**config.mk**
```make
export PLATFORM = sky130hd
export DESIGN_NAME = reservation_station
export DESIGN_NICKNAME = d
export VERILOG_FILES = /design/src/rtl/rs_pkg.sv /design/src/rtl/rs_select.sv /design/src/rtl/reservation_station.sv
export SDC_FILE = /design/constraint.sdc
export NUM_CORES = 1
export LEC_CHECK = 0
export CELL_PAD_IN_SITES_DETAIL_PLACEMENT = 2
export CELL_PAD_IN_SITES_GLOBAL_PLACEMENT = 2
export CORE_MARGIN = 2
export CORE_UTILIZATION = 36
export CTS_CLUSTER_SIZE = 12
export DETAILED_ROUTE_END_ITERATION = 16
export PLACE_DENSITY = 0.73
export SETUP_SLACK_MARGIN = 0.05
export SYNTH_ARGS = -nofsm -noshare
export SYNTH_HDL_FRONTEND = slang
export SYNTH_SLANG_ARGS = --single-unit
```
**constraint.sdc**
```tcl
create_clock -name clk -period 2.8 [get_ports clk]
set_input_delay 0.56 -clock clk [delete_from_list [all_inputs] [get_ports clk]]
set_output_delay 0.56 -clock clk [all_outputs]
set_load 0.02 [all_outputs]
```
**src/rtl/rs_pkg.sv**
```systemverilog
`default_nettype none
// ============================================================================
// Module   : rs_pkg
// Purpose  : Shared widths, entry record and sizing helper for the
//            reservation station.
// Revision : 1.0 - initial release
// ============================================================================
package rs_pkg;

    localparam int OPC_W = 5;
    localparam int PRF_W = 6;

    typedef struct packed {
        logic             valid;
        logic [OPC_W-1:0] opcode;
        logic [PRF_W-1:0] src1_prf;
        logic             src1_rdy;
        logic [PRF_W-1:0] src2_prf;
        logic             src2_rdy;
        logic [PRF_W-1:0] dest_prf;
    } rs_entry_t;

    // Width of a counter able to hold 0..n inclusive
    function automatic int occ_w(input int n);
        return $clog2(n + 1);
    endfunction

endpackage
`default_nettype wire

```
**src/rtl/rs_select.sv**
```systemverilog
`default_nettype none
// ============================================================================
// Module   : rs_select
// Purpose  : One-hot grant over ready entries. Oldest-first when
//            RS_AGE_SELECT_EN is defined, lowest index otherwise.
// Revision : 1.0 - initial release
// ============================================================================
module rs_select
    import rs_pkg::*;
#(
    parameter int NUM_ENTRIES = 8
) (
    input  logic [NUM_ENTRIES-1:0]             i_req,
`ifdef RS_AGE_SELECT_EN
    input  logic [NUM_ENTRIES*NUM_ENTRIES-1:0] i_age,
`endif
    output logic [NUM_ENTRIES-1:0]             o_grant,
    output logic                               o_grant_valid
);

`ifdef RS_AGE_SELECT_EN
    // i_age[j*N+i] set means entry j is older than entry i
    generate
        for (genvar gi = 0; gi < NUM_ENTRIES; gi++) begin : g_grant
            logic [NUM_ENTRIES-1:0] w_older;
            for (genvar gj = 0; gj < NUM_ENTRIES; gj++) begin : g_col
                assign w_older[gj] = i_age[gj*NUM_ENTRIES + gi];
            end
            assign o_grant[gi] = i_req[gi] && ((i_req & w_older) == '0);
        end
    endgenerate
`else
    logic w_found;

    always_comb begin
        o_grant = '0;
        w_found = 1'b0;
        for (int i = 0; i < NUM_ENTRIES; i++) begin
            if (i_req[i] && !w_found) begin
                o_grant[i] = 1'b1;
                w_found    = 1'b1;
            end
        end
    end
`endif

    assign o_grant_valid = |i_req;

endmodule
`default_nettype wire

```
**src/rtl/reservation_station.sv**
```systemverilog
`default_nettype none
// ============================================================================
// Module   : reservation_station
// Purpose  : N-entry unified reservation station with CDB wakeup and a
//            valid/ready issue port. Define RS_AGE_SELECT_EN for
//            oldest-ready-first select.
// Revision : 1.0 - initial release
// ============================================================================
module reservation_station
    import rs_pkg::*;
#(
    parameter int NUM_ENTRIES = 8
) (
    input  logic                            clk,
    input  logic                            reset,
    input  logic                            flush,
    input  logic                            disp_valid,
    output logic                            disp_ready,
    input  logic [OPC_W-1:0]                disp_opcode,
    input  logic [PRF_W-1:0]                disp_src1_prf,
    input  logic                            disp_src1_ready,
    input  logic [PRF_W-1:0]                disp_src2_prf,
    input  logic                            disp_src2_ready,
    input  logic [PRF_W-1:0]                disp_dest_prf,
    input  logic                            cdb_valid,
    input  logic [PRF_W-1:0]                cdb_tag,
    output logic                            issue_valid,
    input  logic                            issue_ready,
    output logic [OPC_W-1:0]                issue_opcode,
    output logic [PRF_W-1:0]                issue_src1_prf,
    output logic [PRF_W-1:0]                issue_src2_prf,
    output logic [PRF_W-1:0]                issue_dest_prf,
    output logic [occ_w(NUM_ENTRIES)-1:0]   occupancy
);

    localparam int                 c_occ_w = occ_w(NUM_ENTRIES);
    localparam logic [c_occ_w-1:0] c_full  = c_occ_w'(NUM_ENTRIES);

    rs_entry_t                r_entry [NUM_ENTRIES];
    logic [c_occ_w-1:0]       r_occ;

    logic [NUM_ENTRIES-1:0]   w_req;
    logic [NUM_ENTRIES-1:0]   w_grant;
    logic                     w_grant_valid;
    logic [NUM_ENTRIES-1:0]   w_free_oh;
    logic                     w_free_found;
    logic [NUM_ENTRIES-1:0]   w_issue_oh;
    logic                     w_disp_fire;
    logic                     w_issue_fire;
    rs_entry_t                w_new;

    assign occupancy    = r_occ;
    assign disp_ready   = (r_occ != c_full);
    assign w_disp_fire  = disp_valid && disp_ready;
    assign issue_valid  = w_grant_valid;
    assign w_issue_fire = w_grant_valid && issue_ready;
    assign w_issue_oh   = w_grant & {NUM_ENTRIES{w_issue_fire}};

    // Request only from registered ready bits: no CDB-to-issue bypass
    always_comb begin
        for (int i = 0; i < NUM_ENTRIES; i++) begin
            w_req[i] = r_entry[i].valid && r_entry[i].src1_rdy && r_entry[i].src2_rdy;
        end
    end

    always_comb begin
        w_free_oh    = '0;
        w_free_found = 1'b0;
        for (int i = 0; i < NUM_ENTRIES; i++) begin
            if (!r_entry[i].valid && !w_free_found) begin
                w_free_oh[i] = 1'b1;
                w_free_found = 1'b1;
            end
        end
    end

    // A same-cycle broadcast on a dispatching source marks it ready on write
    always_comb begin
        w_new.valid    = 1'b1;
        w_new.opcode   = disp_opcode;
        w_new.src1_prf = disp_src1_prf;
        w_new.src1_rdy = disp_src1_ready || (cdb_valid && (cdb_tag == disp_src1_prf));
        w_new.src2_prf = disp_src2_prf;
        w_new.src2_rdy = disp_src2_ready || (cdb_valid && (cdb_tag == disp_src2_prf));
        w_new.dest_prf = disp_dest_prf;
    end

    always_ff @(posedge clk) begin
        if (reset || flush) begin
            for (int i = 0; i < NUM_ENTRIES; i++) begin
                r_entry[i] <= '0;
            end
            r_occ <= '0;
        end else begin
            for (int i = 0; i < NUM_ENTRIES; i++) begin
                if (r_entry[i].valid && cdb_valid) begin
                    if (cdb_tag == r_entry[i].src1_prf) r_entry[i].src1_rdy <= 1'b1;
                    if (cdb_tag == r_entry[i].src2_prf) r_entry[i].src2_rdy <= 1'b1;
                end
                if (w_issue_oh[i]) begin
                    r_entry[i].valid <= 1'b0;
                end
                if (w_disp_fire && w_free_oh[i]) begin
                    r_entry[i] <= w_new;
                end
            end
            case ({w_disp_fire, w_issue_fire})
                2'b10:   r_occ <= r_occ + 1'b1;
                2'b01:   r_occ <= r_occ - 1'b1;
                default: r_occ <= r_occ;
            endcase
        end
    end

`ifdef RS_AGE_SELECT_EN
    logic [NUM_ENTRIES*NUM_ENTRIES-1:0] r_age;
    logic [NUM_ENTRIES-1:0]             w_keep;

    always_comb begin
        for (int j = 0; j < NUM_ENTRIES; j++) begin
            w_keep[j] = r_entry[j].valid && !w_issue_oh[j];
        end
    end

    // New entry: every surviving entry is older (column set), it is older
    // than nobody (row cleared). A freed entry drops its row and column.
    always_ff @(posedge clk) begin
        if (reset || flush) begin
            r_age <= '0;
        end else begin
            for (int j = 0; j < NUM_ENTRIES; j++) begin
                for (int i = 0; i < NUM_ENTRIES; i++) begin
                    if (w_disp_fire && w_free_oh[i]) begin
                        r_age[j*NUM_ENTRIES + i] <= w_keep[j];
                    end
                    if ((w_disp_fire && w_free_oh[j]) || w_issue_oh[j] || w_issue_oh[i]) begin
                        r_age[j*NUM_ENTRIES + i] <= 1'b0;
                    end
                end
            end
        end
    end

    rs_select #(
        .NUM_ENTRIES   (NUM_ENTRIES)
    ) u_select (
        .i_req         (w_req),
        .i_age         (r_age),
        .o_grant       (w_grant),
        .o_grant_valid (w_grant_valid)
    );
`else
    rs_select #(
        .NUM_ENTRIES   (NUM_ENTRIES)
    ) u_select (
        .i_req         (w_req),
        .o_grant       (w_grant),
        .o_grant_valid (w_grant_valid)
    );
`endif

    always_comb begin
        issue_opcode   = '0;
        issue_src1_prf = '0;
        issue_src2_prf = '0;
        issue_dest_prf = '0;
        for (int i = 0; i < NUM_ENTRIES; i++) begin
            issue_opcode   = issue_opcode   | (r_entry[i].opcode   & {OPC_W{w_grant[i]}});
            issue_src1_prf = issue_src1_prf | (r_entry[i].src1_prf & {PRF_W{w_grant[i]}});
            issue_src2_prf = issue_src2_prf | (r_entry[i].src2_prf & {PRF_W{w_grant[i]}});
            issue_dest_prf = issue_dest_prf | (r_entry[i].dest_prf & {PRF_W{w_grant[i]}});
        end
    end

endmodule
`default_nettype wire

```
# --- Word-level counts from Yosys, hierarchy flattened ---
# Memories as Yosys holds them, arrays and structs flattened.
# Cells that the tools add are included.
word_totals:
  mem_bits_rw: 208
  register_bits: 4
  elab_cells: 448
  out_inout_bits: 29
  n_memories: 1
classes:
  n_eq_ne: 21
  n_reduce_logical: 75
  bitwise_logic: 133
  muxes: 215
  n_addsub: 2
mem_list:
  columns: ["memory", "words", "word_bits", "rd", "rd_clocked_by_memory_dff", "wr", "line", "source"]
  rows:
  - ["r_entry", 8, 26, 8, 0, 8, "reservation_station.sv:39", "rs_entry_t r_entry [NUM_ENTRIES];"]
op_table:
  columns: ["op", "n"]
  rows:
  - ["two-way mux 1 bit", 190]
  - ["AND 6 bit", 24]
  - ["OR 6 bit", 21]
  - ["== test 6 bit", 18]
  - ["two-way mux 6 bit", 16]
  - ["two-way mux 11 bit", 8]
  - ["OR 1 bit", 72]
  - ["logical AND 1 bit", 50]
  - ["AND 5 bit", 8]
  - ["OR 5 bit", 7]
  - ["logical NOT 1 bit", 20]
  - ["AND 8 bit", 1]
  - ["one-hot mux 4 bit (2 select lines)", 1]
  - ["OR reduction 8 bit", 1]
  - ["adder 4 x 1 -> 4 bit (second input constant)", 1]
  - ["inequality test 4 bit (second input constant)", 1]
  - ["subtractor 4 x 1 -> 4 bit (second input constant)", 1]
  - ["logical OR 1 bit", 3]
  - ["== test 2 x 1 -> 1 bit (second input constant)", 1]
  - ["== test 2 bit (second input constant)", 1]
  - ["nonzero test 2 bit", 1]

# --- Depth between registers and ports, before layout ---
# An unclocked memory read counts as a cell.
depth:
  depth_word: 31
  ltp_mapped: 12
  ltp_nobuf: 11

# --- By module ---
# From an unflattened synthesis, not the netlist that was laid out.
unflattened:
  cells_unflattened: 851
  area_unflattened_um2: 10334.9
by_module_without_submodules:
  columns: ["mod", "cells_each", "seq_area_each_um2", "area_each_um2", "n_inst"]
  rows:
  - ["reservation_station", 839, 6326.1, 10236.1, 1]
  - ["rs_select", 12, 0.0, 98.8, 1]

# --- Worst setup path before layout ---
# No wires, ideal clock.
synth_path:
  kind: "register to register"
  start: "memory r_entry[1][25] (netlist bit)"
  end: "register r_occ[3] (netlist: occupancy[3])"
  arrival_ns: 2.553
  slack_ns: 0.176
  t_required_ns: 2.730
  path_stages_with_launch: 13
  period_less_slack_ns: 2.624
  cell_sequence: "edfxtp_1 > and3_1 > buf_2 > or2_1 > nor3_1 > a21oi_1 > ha_1 > ha_1 > a21o_1 > a21oi_1 > xnor2_1 > or3_1 > a21oi_1"
synth_lines:
  columns: ["element", "line", "source"]
  rows:
  - ["start: declaration", "reservation_station.sv:39", null]
  - ["end signal: assignment", "reservation_station.sv:108", "2'b10: r_occ <= r_occ + 1'b1;"]
  - ["end signal: assignment", "reservation_station.sv:109", "2'b01: r_occ <= r_occ - 1'b1;"]
  - ["end signal: assignment", "reservation_station.sv:110", "default: r_occ <= r_occ;"]
  - ["end: declaration", "reservation_station.sv:40", "logic [c_occ_w-1:0] r_occ;"]

==> flow_summary_export.csv <==
group,metric,value,unit
run_status,status,"finished, violations left",
run_status,failed_checks,"setup timing",
sta,fin_crit_sh,1.054,
worst_setup_path,crit_path_top_delay_cell,"edfxtp_1",
floorplanning,coreArea,28630,sq um
placed_design,post_dp_cell_area,12180,sq um
worst_setup_path,crit_path_start_kind,"flip-flop",
grt,grt_max_degree,30,
worst_setup_path,path_common_cell,"buf_6",
clock_network,cts.clk_slew.worst_paths,0.06,ns
floorplanning,io_pins,66,
floorplanning,die_h,174.2,um
placed_design,post-dp-hpwl,28030,um
clock_network,numCtsBuffers,26,
pwr,power_frac_seq,0.486,
sta,fin_crit,2.952,ns
worst_setup_path,cp_data_arrival_time,2.39,ns
worst_setup_path,end_kind,"output pin",
floorplanning,fp.dieArea,30330,sq um
grt,grt_usage,0.2790,
sta,fmax,338.8,MHz
detailed_routing,drc,0,
clock_network,clk-insertion-delay-late,0.54,ns
sta,drv_slew,0,
worst_setup_path,r2r-end,"occupancy[3]",
worst_hold_path,hold_path_class,"flip-flop to flip-flop",
pwr,p_leak,0.005247,uW
detailed_routing,wirelength,42830,um
clock_network,cts_hold_buf,0,
floorplanning,die_w,174.2,um
cells_and_area,syn2layout_area_growth,28.00,%
pwr,p_sw_frac,0.2480,
pwr,p_per_area,582.6,nW/um^2
sta,tightestPinTransition,0.4757,ns
detailed_routing,drtIter0Drc,718,
synthesis,syn_inst,937,
detailed_routing,dr.pass1.iters,5,
worst_setup_path,crit_path_start,"r_entry[0][84]",
worst_setup_path,worstReg2RegStart,"r_entry[1][6]",
cells_and_area,drive_gt1_frac,0.1880,
synthesis,syn_nets,978,
detailed_routing,viasPerCell,5.745,
cells_and_area,nNetsFinal,1106,
synthesis,synth_ff_type,"edfxtp_1",
sta,setup_viol,23,
grt,grt_pass1_wl,61730,um
clock_network,htreeDepth,1,
sta,fin_ws,-0.1520,ns
worst_setup_path,cpLargestDelayFamily,"simple AND/OR/NAND/NOR gates",
detailed_routing,vias,8440,
worst_setup_path,path_depth,9,
floorplanning,rows,62,
job,cap_violations,0,
pwr,combPwrFrac,0.092,
synthesis,yosysSeqAreaShare,0.6070,
grt,grt_pass1_vias,9362,
clock_network,cts.sinks,212,
sta,skew,0.009696,ns
worst_setup_path,required,2.24,ns
detailed_routing,wl_per_cell,29.15,um
placed_design,portBuffers,65,
clock_network,cts_root_buffer,"clkbuf_16",
worst_setup_path,ff2ff_path_depth,12,
worst_setup_path,path_cells,"and3_4 > or3_4 > nor3_4 > buf_6 > buf_6 > buf_12 > a21oi_4 > nand2_2 > buf_6",
clock_network,cts_tree,"yes",
cells_and_area,n_antenna_cell,0,
placed_design,place_congestion,0.9054,
detailed_routing,ant_nets,0,
synthesis,synth-edff-count,208,
worst_setup_path,reg2reg_slack,0.16,ns
synthesis,synth_warnings,0,
sta,hold_violations,0,
worst_setup_path,cp_max_fo,7,
pwr,intPower,5845,uW
synthesis,ys_ff_latch,212,
synthesis,synth.distinct_cells,43,
synthesis,syn_avg_cell_area,11.12,sq um
cells_and_area,final_area,13340,sq um
grt,grt_antenna_before_repair,0,
grt,grt_overflow,0,
pwr,p_total,7772,uW
sta,timing.slew.headroom,0.6800,
pwr,clock_power_share,0.422,
synthesis,async_reset_ff_frac,0,
worst_setup_path,endpoint,"issue_src1_prf[5]",
worst_setup_path,worst-setup-path-type,"flip-flop to output pin",
worst_setup_path,max_stage_delay,0.49,ns
sta,rsz0062_at_grt,"true",
pwr,p_sw,1927,uW
worst_setup_path,crit_buf_inv,4,
cells_and_area,fill_cells,2867,
pwr,vdd_ir_drop_max,418.0,uV
clock_network,cts_buffer_depth,3,
floorplanning,start_util,0.3641,
synthesis,netlist_area,10420,sq um
[registers in the layout (all words and copies together) (netlist names)]
| register | flops |
|---|---|
| occupancy | 4 |
| r_entry | 208 |
[Yosys cell counts, types with 3 or more instances]
master / count / area share
ha_1: 3 / 0.0036
clkbuf_1: 27 / 0.0097
a21oi_1: 44 / 0.021
a221oi_1: 23 / 0.019
nor2_1: 164 / 0.059
a221o_1: 19 / 0.018
xor2_1: 70 / 0.059
o21ai_0: 20 / 0.0096
xnor2_1: 41 / 0.034
nand4_1: 17 / 0.010
nor4_1: 16 / 0.0096
or3_1: 4 / 0.0024
and3_1: 13 / 0.0078
nor3_1: 5 / 0.0024
buf_2: 32 / 0.015
nand3_1: 64 / 0.031
o31ai_1: 10 / 0.0072
buf_4: 4 / 0.0029
inv_1: 29 / 0.010
nand2_1: 90 / 0.032
edfxtp_1: 208 / 0.60
dfxtp_1: 4 / 0.0077
[tightest hold or removal path, stage by stage, from the launching register on]
cell and delay, ns:
dfxtp_1 0.32, o21ai_0 0.11, a21oi_2 0.06
[per-layer routing]
layer / global-route usage / vias to the layer above / part of all wire
met4: 0.07913 / 0 / 0.025
met5: 0 / - / 0
met2: 0.4973 / 333 / 0.51
met3: 0.04484 / 73 / 0.064
li1: - / 3628 / -
met1: 0.3499 / 4406 / 0.40
[how the worst min path moves through the flow]
stage	startpoint	end	slack (ns)	depth (start not counted)
global route	occupancy[3]	occupancy[3]	0.59	2
finish	occupancy[3]	occupancy[3]	0.54	2
CTS	occupancy[3]	occupancy[3]	0.51	2
floorplan	occupancy[3]	occupancy[3]	0.57	2
global placement	occupancy[3]	occupancy[3]	0.49	2
detailed placement	occupancy[3]	occupancy[3]	0.50	2
[power groups by stage]
| stage | combinational [uW] | sequential [uW] | clock (uW) |
|---|---|---|---|
| 5_1_grt | 755 | 3790 | 3410 |
| 4_1_cts | 703 | 3770 | 3310 |
| 3_5_place_dp | 688 | 3830 | 0 |
| 2_1_floorplan | 328 | 3800 | 0 |
| 3_3_place_gp | 664 | 3810 | 0 |
| 6_report | 714 | 3780 | 3280 |
[kinds of logic after synthesis]
| kind of cell | synth area share |
|---|---|
| AOI/OAI and AO/OA | 0.08499 |
| DFF | 0.6070 |
| adders and majority gates | 0.005523 |
| buffers and inverters | 0.03950 |
| xor gates and xnor gates | 0.09328 |
| and+or+nand+nor | 0.1697 |
[stage by stage]
stage                     instances    util  hold WS (ns)   TNS, ns  worst slack (ns)
after floorplan                 937       -        0.5655         0            0.1761
after global placement         1411  0.4255        0.4934  -0.01026          -0.01026
after detailed placement       1411  0.4255        0.5027   -0.9526          -0.09076
after CTS                      1467  0.4591        0.5119    -3.064           -0.1641
after global routing           1469  0.4660        0.5902    -3.239           -0.1876
final                          1469  0.4660        0.5362    -2.231           -0.1520
[what timing repair did]
item / CTS / global route
setup buffers: 7 / 2
gates resized for setup: 155 / 42
pin swaps: 8 / 7
hold endpoints to repair: 0 / 0
endpoints found under the setup margin: 25 / 25
gates cloned: 2 / 0
[layout by cell type, fill, tap and decap left out, drive strengths merged, types with 13 or more instances in the layout]
cell,n
clkdlybuf4s50,41
xor2,70
buf,122
clkbuf,39
a21oi,44
nor4,17
a221o,19
nor2,165
edfxtp,208
nand3,66
and3,13
xnor2,41
nand4,18
o21ai,20
a221oi,23
nand2,90
inv,29
[final cells by class]
class                           count  area [sq um]  area share
Clock buffer                       38         737.0     0.05524
Clock inverter                     10         73.82    0.005534
Inverter                           29         108.9    0.008160
Multi-Input combinational cell    632          3902      0.2925
Sequential cell                   212          6326      0.4742
Tap cell                          384         480.5     0.03602
Timing Repair Buffer              164          1712      0.1283
Power figures use the tool's default switching activity.
